==> src/rtl/hub75_scan.sv <==
// HUB75 1/16-scan panel driver: reads upper/lower pixel pairs from the frame
// memory, shifts one bit plane per pass, and shows it for a binary-weighted
// time (BCM). Issues the buffer-swap pulse only in the frame-end cycle.
module hub75_scan #(
  parameter int COLS   = 64,
  parameter int ROWS   = 32,
  parameter int PLANES = 8,
  parameter int T_UNIT = 4
) (
  input  logic        clk,
  input  logic        rst_n,
  input  logic        enable,
  input  logic        swap_req,
  output logic        mem_rd,
  output logic [11:0] mem_address,
  input  logic [23:0] mem_rdata,
  output logic        mem_change,
  output logic        r1,
  output logic        g1,
  output logic        b1,
  output logic        r2,
  output logic        g2,
  output logic        b2,
  output logic        pclk,
  output logic        lat,
  output logic        oe_n,
  output logic [3:0]  row_addr,
  output logic        frame_done
);

  localparam int CW = $clog2(COLS);
  localparam int RW = $clog2(ROWS / 2);
  localparam int PW = $clog2(PLANES);
  localparam int DW = $clog2(T_UNIT << (PLANES - 1)) + 1;

  typedef enum logic [2:0] {
    IDLE, SHIFT, LATCH, BLANK, DISPLAY, FEND
  } state_t;

  state_t            state;
  logic [RW-1:0]     row;
  logic [PW-1:0]     plane;
  logic [CW-1:0]     col;
  logic [1:0]        ph;
  logic [DW-1:0]     dcnt;
  logic              swap_pending;
  logic              r2_q, g2_q, b2_q;
  logic [PLANES-1:0] ch_r, ch_g, ch_b;

  assign ch_r = mem_rdata[2*PLANES +: PLANES];
  assign ch_g = mem_rdata[PLANES +: PLANES];
  assign ch_b = mem_rdata[0 +: PLANES];

  // Lower-half pixel arrives in shift cycle 2 only; show it live then and
  // hold the captured copy through the pclk-high cycle.
  assign r2 = (state == SHIFT && ph == 2'd2) ? ch_r[plane] : r2_q;
  assign g2 = (state == SHIFT && ph == 2'd2) ? ch_g[plane] : g2_q;
  assign b2 = (state == SHIFT && ph == 2'd2) ? ch_b[plane] : b2_q;

  // A request arriving in the frame-end cycle itself must swap immediately.
  assign mem_change = (state == FEND) && (swap_pending || swap_req);

  function automatic logic [11:0] rd_addr(input logic half,
                                          input logic [RW-1:0] r,
                                          input logic [CW-1:0] c);
    return 12'({half, r, c});
  endfunction

  // Scan sequencer with registered panel and memory strobes.
  always_ff @(posedge clk or negedge rst_n) begin
    if (!rst_n) begin
      state        <= IDLE;
      row          <= '0;
      plane        <= '0;
      col          <= '0;
      ph           <= '0;
      dcnt         <= '0;
      swap_pending <= 1'b0;
      mem_rd       <= 1'b0;
      mem_address  <= '0;
      r1           <= 1'b0;
      g1           <= 1'b0;
      b1           <= 1'b0;
      r2_q         <= 1'b0;
      g2_q         <= 1'b0;
      b2_q         <= 1'b0;
      pclk         <= 1'b0;
      lat          <= 1'b0;
      oe_n         <= 1'b1;
      row_addr     <= '0;
      frame_done   <= 1'b0;
    end else begin
      if (swap_req && state != FEND) swap_pending <= 1'b1;
      case (state)
        IDLE: begin
          if (enable) begin
            state       <= SHIFT;
            row         <= '0;
            plane       <= '0;
            col         <= '0;
            ph          <= '0;
            mem_rd      <= 1'b1;
            mem_address <= rd_addr(1'b0, '0, '0);
          end
        end
        SHIFT: begin
          case (ph)
            2'd0: begin
              mem_address <= rd_addr(1'b1, row, col);
              ph          <= 2'd1;
            end
            2'd1: begin
              mem_rd <= 1'b0;
              r1     <= ch_r[plane];
              g1     <= ch_g[plane];
              b1     <= ch_b[plane];
              ph     <= 2'd2;
            end
            2'd2: begin
              r2_q <= ch_r[plane];
              g2_q <= ch_g[plane];
              b2_q <= ch_b[plane];
              pclk <= 1'b1;
              ph   <= 2'd3;
            end
            default: begin
              pclk <= 1'b0;
              ph   <= 2'd0;
              if (col == CW'(COLS - 1)) begin
                col      <= '0;
                state    <= LATCH;
                lat      <= 1'b1;
                row_addr <= 4'(row);
              end else begin
                col         <= col + 1'b1;
                mem_rd      <= 1'b1;
                mem_address <= rd_addr(1'b0, row, col + 1'b1);
              end
            end
          endcase
        end
        LATCH: begin
          lat   <= 1'b0;
          state <= BLANK;
        end
        BLANK: begin
          oe_n  <= 1'b0;
          dcnt  <= DW'((T_UNIT << plane) - 1);
          state <= DISPLAY;
        end
        DISPLAY: begin
          if (dcnt != '0) begin
            dcnt <= dcnt - 1'b1;
          end else begin
            oe_n <= 1'b1;
            if (plane != PW'(PLANES - 1)) begin
              plane       <= plane + 1'b1;
              state       <= SHIFT;
              mem_rd      <= 1'b1;
              mem_address <= rd_addr(1'b0, row, '0);
            end else begin
              plane <= '0;
              row   <= row + 1'b1;
              if (row == RW'(ROWS / 2 - 1)) begin
                state      <= FEND;
                frame_done <= 1'b1;
              end else begin
                state       <= SHIFT;
                mem_rd      <= 1'b1;
                mem_address <= rd_addr(1'b0, row + 1'b1, '0);
              end
            end
          end
        end
        FEND: begin
          frame_done   <= 1'b0;
          swap_pending <= 1'b0;
          if (enable) begin
            state       <= SHIFT;
            mem_rd      <= 1'b1;
            mem_address <= rd_addr(1'b0, '0, '0);
          end else begin
            state <= IDLE;
          end
        end
        default: state <= IDLE;
      endcase
    end
  end

endmodule

==> config.mk <==
export PLATFORM = sky130hd
export DESIGN_NAME = hub75_scan
export DESIGN_NICKNAME = d
export VERILOG_FILES = /design/src/rtl/hub75_scan.sv
export SDC_FILE = /design/constraint.sdc
export NUM_CORES = 1
export LEC_CHECK = 0
export ABC_AREA = 1
export CORE_UTILIZATION = 58
export CTS_CLUSTER_SIZE = 28
export DETAILED_ROUTE_END_ITERATION = 6
export GPL_TIMING_DRIVEN = 0
export PLACE_DENSITY = 0.82
export SLEW_MARGIN = 15
export SYNTH_ARGS = -nofsm -noshare
export SYNTH_HDL_FRONTEND = slang
export SYNTH_SLANG_ARGS = --single-unit
export TNS_END_PERCENT = 10
==> constraint.sdc <==
create_clock -name clk -period 4.5 [get_ports clk]
set_clock_uncertainty 0.2 [all_clocks]
set_input_delay 0.9 -clock clk [delete_from_list [all_inputs] [get_ports clk]]
set_output_delay 0.9 -clock clk [all_outputs]
set_load 0.02 [all_outputs]
==> flow_summary.json, run 1 <==
{
  "synth.avg_cell_area_sq_um": 7.116,
  "required_ns": 3.40,
  "stdcell_count": 611,
  "synth_edf_count": 0,
  "grtUsageMet3": 0.06628,
  "rrSetupSlack_ns": 2.21,
  "port_buffers": 54,
  "min_period_ns": 3.672,
  "vias_per_cell": 5.419,
  "holdWs_ns": 0.2732,
  "cts-buffers-inserted": 5,
  "drt_wl_total_um": 7990,
  "die_h_um": 78.50,
  "synth_area_sq_um": 3395,
  "path_class": "in -> out",
  "tritoncts": "built",
  "ys_seq_area_frac": 0.4058,
  "drcViolationCount": 0,
  "outcome": "finished clean",
  "wire_per_inst_um": 13.08,
  "htreeDepth": 2,
  "ys_warn_count": 0,
  "num_rows": 27,
  "nets": 579,
  "place_inst": 603,
  "p_per_area_nw_per_um2": 404.0,
  "clock-sinks": 55,
  "groute.usage.overall": 0.2941,
  "worst_setup_path_end_kind": "primary output",
  "clkTransAtPathRegs_ns": 0.10,
  "hpwl_um": 6115,
  "final.period_utilization": 0.8160,
  "synth_flop_cell": "dfrtp_1",
  "syn_inst": 477,
  "multi_input_area_sq_um": 1763,
  "io_pins": 56,
  "tightest_slew_ns": 0.6965,
  "drv_slew": 0,
  "synth.distinct_cells": 35,
  "arrival_ns": 2.57,
  "ant_nets": 0,
  "path_max_fanout": 2,
  "grt_max_degree": 56,
  "fill_cells": 432,
  "cts_hold_buf": 0,
  "async_flop_share": 1.000,
  "synth_nets": 518,
  "dieWidth_um": 78.50,
  "place_congestion": 0.9392,
  "cts_resized": 0,
  "cts_setup_buffers": 0,
  "clock_latency_ns": 0.32,
  "antenna_found_initial": 0,
  "detail_route.first_pass.iterations": 5,
  "hold_viol_final": 0,
  "fin_setup_tns_ns": 0,
  "grt_pass1_wl_um": 14320,
  "vias": 3311,
  "start_util": 0.6090,
  "leakagePower_nw": 2.058,
  "drive_above_1_share": 0.07421,
  "setup_viol": 0,
  "areaGrowthSynthToFinish_pct": 21.89,
  "regArea_sq_um": 1378,
  "die-area_sq_um": 6162,
  "met2_usage": 0.4991,
  "hold_class": "reg -> reg",
  "diodes": 0,
  "grt_pass1_vias": 3342,
  "ys_ff_latch": 55,
  "root_buffer": "clkbuf_8",
  "cap_viol_max_count": 0,
  "drt_iter0_markers": 186,
  "fmax_ghz": 0.2723,
  "clk_path_buf_depth": 2,
  "coreArea_sq_um": 5574,
  "met1_usage": 0.3614,
  "grt.busiest_layer": "met2",
  "rsz0062_at_grt": "no",
  "ir_drop_v": 0.0003167,
  "overflow": 0,
  "start_kind": "primary input",
  "max_slew_margin": 0.5356
}
==> cells in the mapped netlist (all sizes together) (2+ instances only) <==
| cell type | number | area [sq um] |
|---|---|---|
| buf | 8 | 62.56 |
| or2 | 3 | 18.77 |
| ha | 13 | 162.7 |
| o21a | 5 | 37.54 |
| a21boi | 2 | 15.01 |
| nor3 | 3 | 15.01 |
| nor2 | 54 | 230.2 |
| dfrtp | 54 | 1351 |
| a31oi | 2 | 12.51 |
| nand4 | 5 | 31.28 |
| nand2 | 156 | 595.6 |
| o22ai | 6 | 37.54 |
| clkbuf | 5 | 18.77 |
| o21ai | 50 | 254.0 |
| a21oi | 5 | 25.02 |
| nand3 | 52 | 275.3 |
| inv | 45 | 168.9 |
==> critical path, cell delays in order <==
cell and delay [ns]:
clkdlybuf4s50_1 0.45, nor2_1 0.04, nor2_1 0.08, o21ai_0 0.09
nand2_1 0.09, nand2_1 0.07, nand3_1 0.10, nand2_1 0.06
nand2_1 0.08, clkdlybuf4s50_1 0.61
==> cell families after synthesis <==
logic type,Yosys count,synth area share
simple gates,275,0.3483
xor+xnor,2,0.005161
other cells,1,0.001105
buf+inv,59,0.07482
flops,55,0.4058
compound gates,72,0.1168
fa+ha+maj,13,0.04792
==> path summary, 6_finish.rpt <==
path | startpoint | cells past startpoint | endpoint
max reg2reg | plane[0] | 8 | mem_address[2]
min in group asynchronous | rst_n | 1 | dcnt[3]
min | oe_n | 2 | oe_n
max in group asynchronous | rst_n | 1 | plane[1]
min reg2reg | oe_n | 2 | oe_n
max | mem_rdata[14] | 10 | g2
==> registers in the layout, indices dropped and copies added, names as in the netlist, 2 cells and up <==
signal and cells:
col 6, dcnt 10, mem_address 11, ph 2, plane 3, row 4, row_addr 4, state 3
==> report_power, final <==
group | total (mW) | internal [mW] | switching, mW
sequential | 0.612 | 0.570 | 0.0419
combinational | 0.719 | 0.285 | 0.434
clock | 0.341 | 0.168 | 0.173
total | 1.67 | 1.02 | 0.648
==> routing by layer <==
layer	vias up	part of all wire	routed length, um
met1	1527	0.44	3481
met2	104	0.50	3962
li1	1665	-	-
met5	-	0	0
met4	0	0.019	150
met3	15	0.050	396
==> stage by stage <==
stage / utilization / total power [mW] / cell area [sq um] / setup slack, ns
finish: 0.7423 / 1.672 / 4138 / 0.8281
global route: 0.7423 / 1.786 / 4138 / 0.6860
global placement: 0.7221 / 1.322 / 4025 / 0.6831
floorplan: - / 1.099 / 3395 / 1.790
detailed placement: 0.7217 / 1.341 / 4023 / 0.8146
CTS: 0.7423 / 1.680 / 4138 / 0.8102
==> cell type report <==
type / count / share of cell area
buffer: 13 / 0.01966
clock buffer: 5 / 0.01663
clock inverter: 3 / 0.01119
inverter: 46 / 0.04173
multi-input combinational: 363 / 0.4261
sequential: 55 / 0.3329
tap: 72 / 0.02177
timing repair buffer: 54 / 0.1300
==> cells in the final DEF, fill, tap and decap left out, types with 3 or more instances in the layout <==
cell type and n:
clkdlybuf4s50_1 53, nand3_2 3, dfrtp_1 54, inv_2 5, or2_2 3, nor2_4 3, nor2_1 49, nand2_1 152
a21oi_1 5, o22ai_1 6, clkbuf_1 5, buf_4 5, o21a_1 5, nand3_1 49, nor3_1 3, nand4_1 5
ha_1 13, nand2_2 4, o21ai_1 3, o21ai_0 46, inv_1 40, clkbuf_8 5
Note: power is estimated with default switching activity, not from simulation.
==> inputs of run 2 (changes only) <==
--- a/config.mk
+++ b/config.mk
@@ -6,11 +6,11 @@
 export NUM_CORES = 1
 export LEC_CHECK = 0
 export ABC_AREA = 1
-export CORE_UTILIZATION = 58
+export CORE_UTILIZATION = 49
 export CTS_CLUSTER_SIZE = 28
 export DETAILED_ROUTE_END_ITERATION = 6
 export GPL_TIMING_DRIVEN = 0
-export PLACE_DENSITY = 0.82
+export PLACE_DENSITY = 0.73
 export SLEW_MARGIN = 15
 export SYNTH_ARGS = -nofsm -noshare
 export SYNTH_HDL_FRONTEND = slang
==> constraint.sdc (replaced) <==
create_clock -name clk -period 3 [get_ports clk]
set_clock_uncertainty 0.2 [all_clocks]
set_input_delay 0.6 -clock clk [delete_from_list [all_inputs] [get_ports clk]]
set_output_delay 0.6 -clock clk [all_outputs]
set_load 0.02 [all_outputs]
==> flow_summary.json, run 2 (same netlist as run 1, synthesis figures left out) <==
{
  "antenna_found_initial": 0,
  "max_stage_delay_ns": 0.40,
  "port_buffers": 54,
  "coreArea_sq_um": 6531,
  "tritoncts": "built",
  "path_max_fanout": 2,
  "combPwrFrac": 0.425,
  "cts-buffers-inserted": 5,
  "required_ns": 2.20,
  "hpwl_um": 5982,
  "cts_hold_buf": 0,
  "drcViolationCount": 0,
  "drive_above_1_share": 0.08534,
  "hold_class": "in -> async",
  "grt_max_degree": 56,
  "max_slew_margin": 0.5450,
  "wire_per_inst_um": 12.78,
  "swShare": 0.3829,
  "path_class": "in -> out",
  "seqPwrFrac": 0.368,
  "largest_reg_flops": 11,
  "final_cell_mix": "nand2_1, dfrtp_1, clkdlybuf4s50_1",
  "fin_util": 0.6377,
  "cts_setup_buffers": 0,
  "htreeDepth": 2,
  "root_buffer": "clkbuf_8",
  "fill_cells": 595,
  "finalPower_mw": 2.494,
  "internal_power_mw": 1.539,
  "tightest_slew_ns": 0.6825,
  "final_common_cell": "nand2_1",
  "overflow": 0,
  "rrSetupSlack_ns": 0.75,
  "p_per_area_nw_per_um2": 598.7,
  "areaGrowthSynthToFinish_pct": 22.71,
  "clkTransAtPathRegs_ns": 0.10,
  "drt_wl_total_um": 7875,
  "rsz0062_at_grt": "no",
  "final.period_utilization": 0.9428,
  "reg_top3": "mem_address: 11 flops, dcnt: 10 flops, col: 6 flops",
  "vias": 3212,
  "cap_viol_max_count": 0,
  "fmax_ghz": 0.3535,
  "clockPowerShare": 0.206,
  "hold_viol_final": 0,
  "path_cells": "clkdlybuf4s50_1, or2_2, o211ai_1, o21ai_0, inv_1, nand2_1, nand2_1, nand2_1, dlygate4sd2_1",
  "regMostFlops": "mem_address",
  "p_sw_mw": 0.9548,
  "clock_latency_ns": 0.31,
  "groute.usage.overall": 0.2338,
  "clock-sinks": 55,
  "nets": 579,
  "clk_path_buf_depth": 2,
  "detail_route.first_pass.iterations": 5,
  "ir_drop_v": 0.0005711,
  "start_util": 0.5197,
  "drv_slew": 0,
  "grt_pass1_vias": 3081,
  "outcome": "finished clean",
  "vias_per_cell": 5.214,
  "dieWidth_um": 85.23,
  "arrival_ns": 2.03,
  "drt_iter0_markers": 203,
  "num_rows": 29,
  "worst_setup_path_end_kind": "primary output",
  "diodes": 0,
  "min_period_ns": 2.829,
  "leakagePower_nw": 2.088,
  "place_congestion": 0.8574,
  "cpMostUsedCell": "nand2_1",
  "start_kind": "primary input",
  "io_pins": 56,
  "die-area_sq_um": 7264,
  "setup_viol": 0,
  "crit_path_top_delay_cell": "clkdlybuf4s50_1",
  "grt_pass1_wl_um": 13610,
  "ant_nets": 0,
  "die_h_um": 85.23
}
[run 2: cell types whose count changed in the layout (fill, tap and decap cells not counted), sizes merged]
cell	previous run	this run
dlymetal6s2s	0	1
clkinv	1	2
inv	46	45
clkinvlp	1	0
dlygate4sd2	0	2
clkbuf	10	11
clkdlybuf4s50	53	50
[run 2: critical path: cells and delay by family]
kind / cells / cell delay [ns]
buffers and inverters: 3 / 0.78
AND/OR/NAND/NOR: 4 / 0.47
AO/OA/AOI/OAI: 2 / 0.18
[run 2: what timing repair did]
action	in CTS	in global routing
setup endpoints to repair	3	3
pin swaps	1	0
cloned	0	0
gates resized for setup	9	3
[run 2: final cells by class]
cell class	instances	area (sq um)	share of cell area
multi-input cells	363	1770	0.4251
flip-flops and latches	55	1380	0.3313
inverters	46	173.9	0.04175
repair buffers	54	538.0	0.1292
clock inverters	2	35.03	0.008411
well taps	77	96.34	0.02313
plain buffers	13	88.84	0.02133
clock buffers	6	82.58	0.01983
[run 2: path summary, 6_finish.rpt]
kind	endpoint	cells past startpoint	startpoint
worst max-delay path	r2	9	mem_rdata[18]
worst min-delay path	dcnt[1]	1	rst_n
worst max register to register	mem_address[5]	8	plane[1]
worst min register to register	oe_n	2	oe_n
max in group asynchronous	plane[0]	1	rst_n
min in group clk	oe_n	2	oe_n
[run 2: power by group through the flow]
stage / Combinational [mW] / Clock, mW / Sequential (mW)
after global placement: 1.06 / 0 / 0.932
after floorplan: 0.661 / 0 / 0.988
after global routing: 1.19 / 0.552 / 0.932
after detailed placement: 1.08 / 0 / 0.935
after CTS: 1.07 / 0.529 / 0.921
final: 1.06 / 0.514 / 0.919
[run 2: per-layer routing]
metal	routed length (um)	GRT usage	up-vias
li1	-	-	1667
met2	3827	0.4010	50
met4	80	0.06009	0
met1	3696	0.3019	1486
met3	271	0.04864	9
met5	0	0	-
[run 2: metrics by stage]
step                instances  worst slack [ns]  instance area (sq um)  setup TNS [ns]  hold slack (ns)
global route              616           0.04890                   4165               0           0.1784
global placement          608           -0.5937                   4031          -32.08           0.2579
CTS                       616          -0.05940                   4156        -0.05940           0.1487
floorplan                 477            0.8462                   3395               0           0.1044
detailed placement        608          -0.07654                   4029         -0.2022           0.2599
finish                    616            0.1715                   4165               0           0.1156
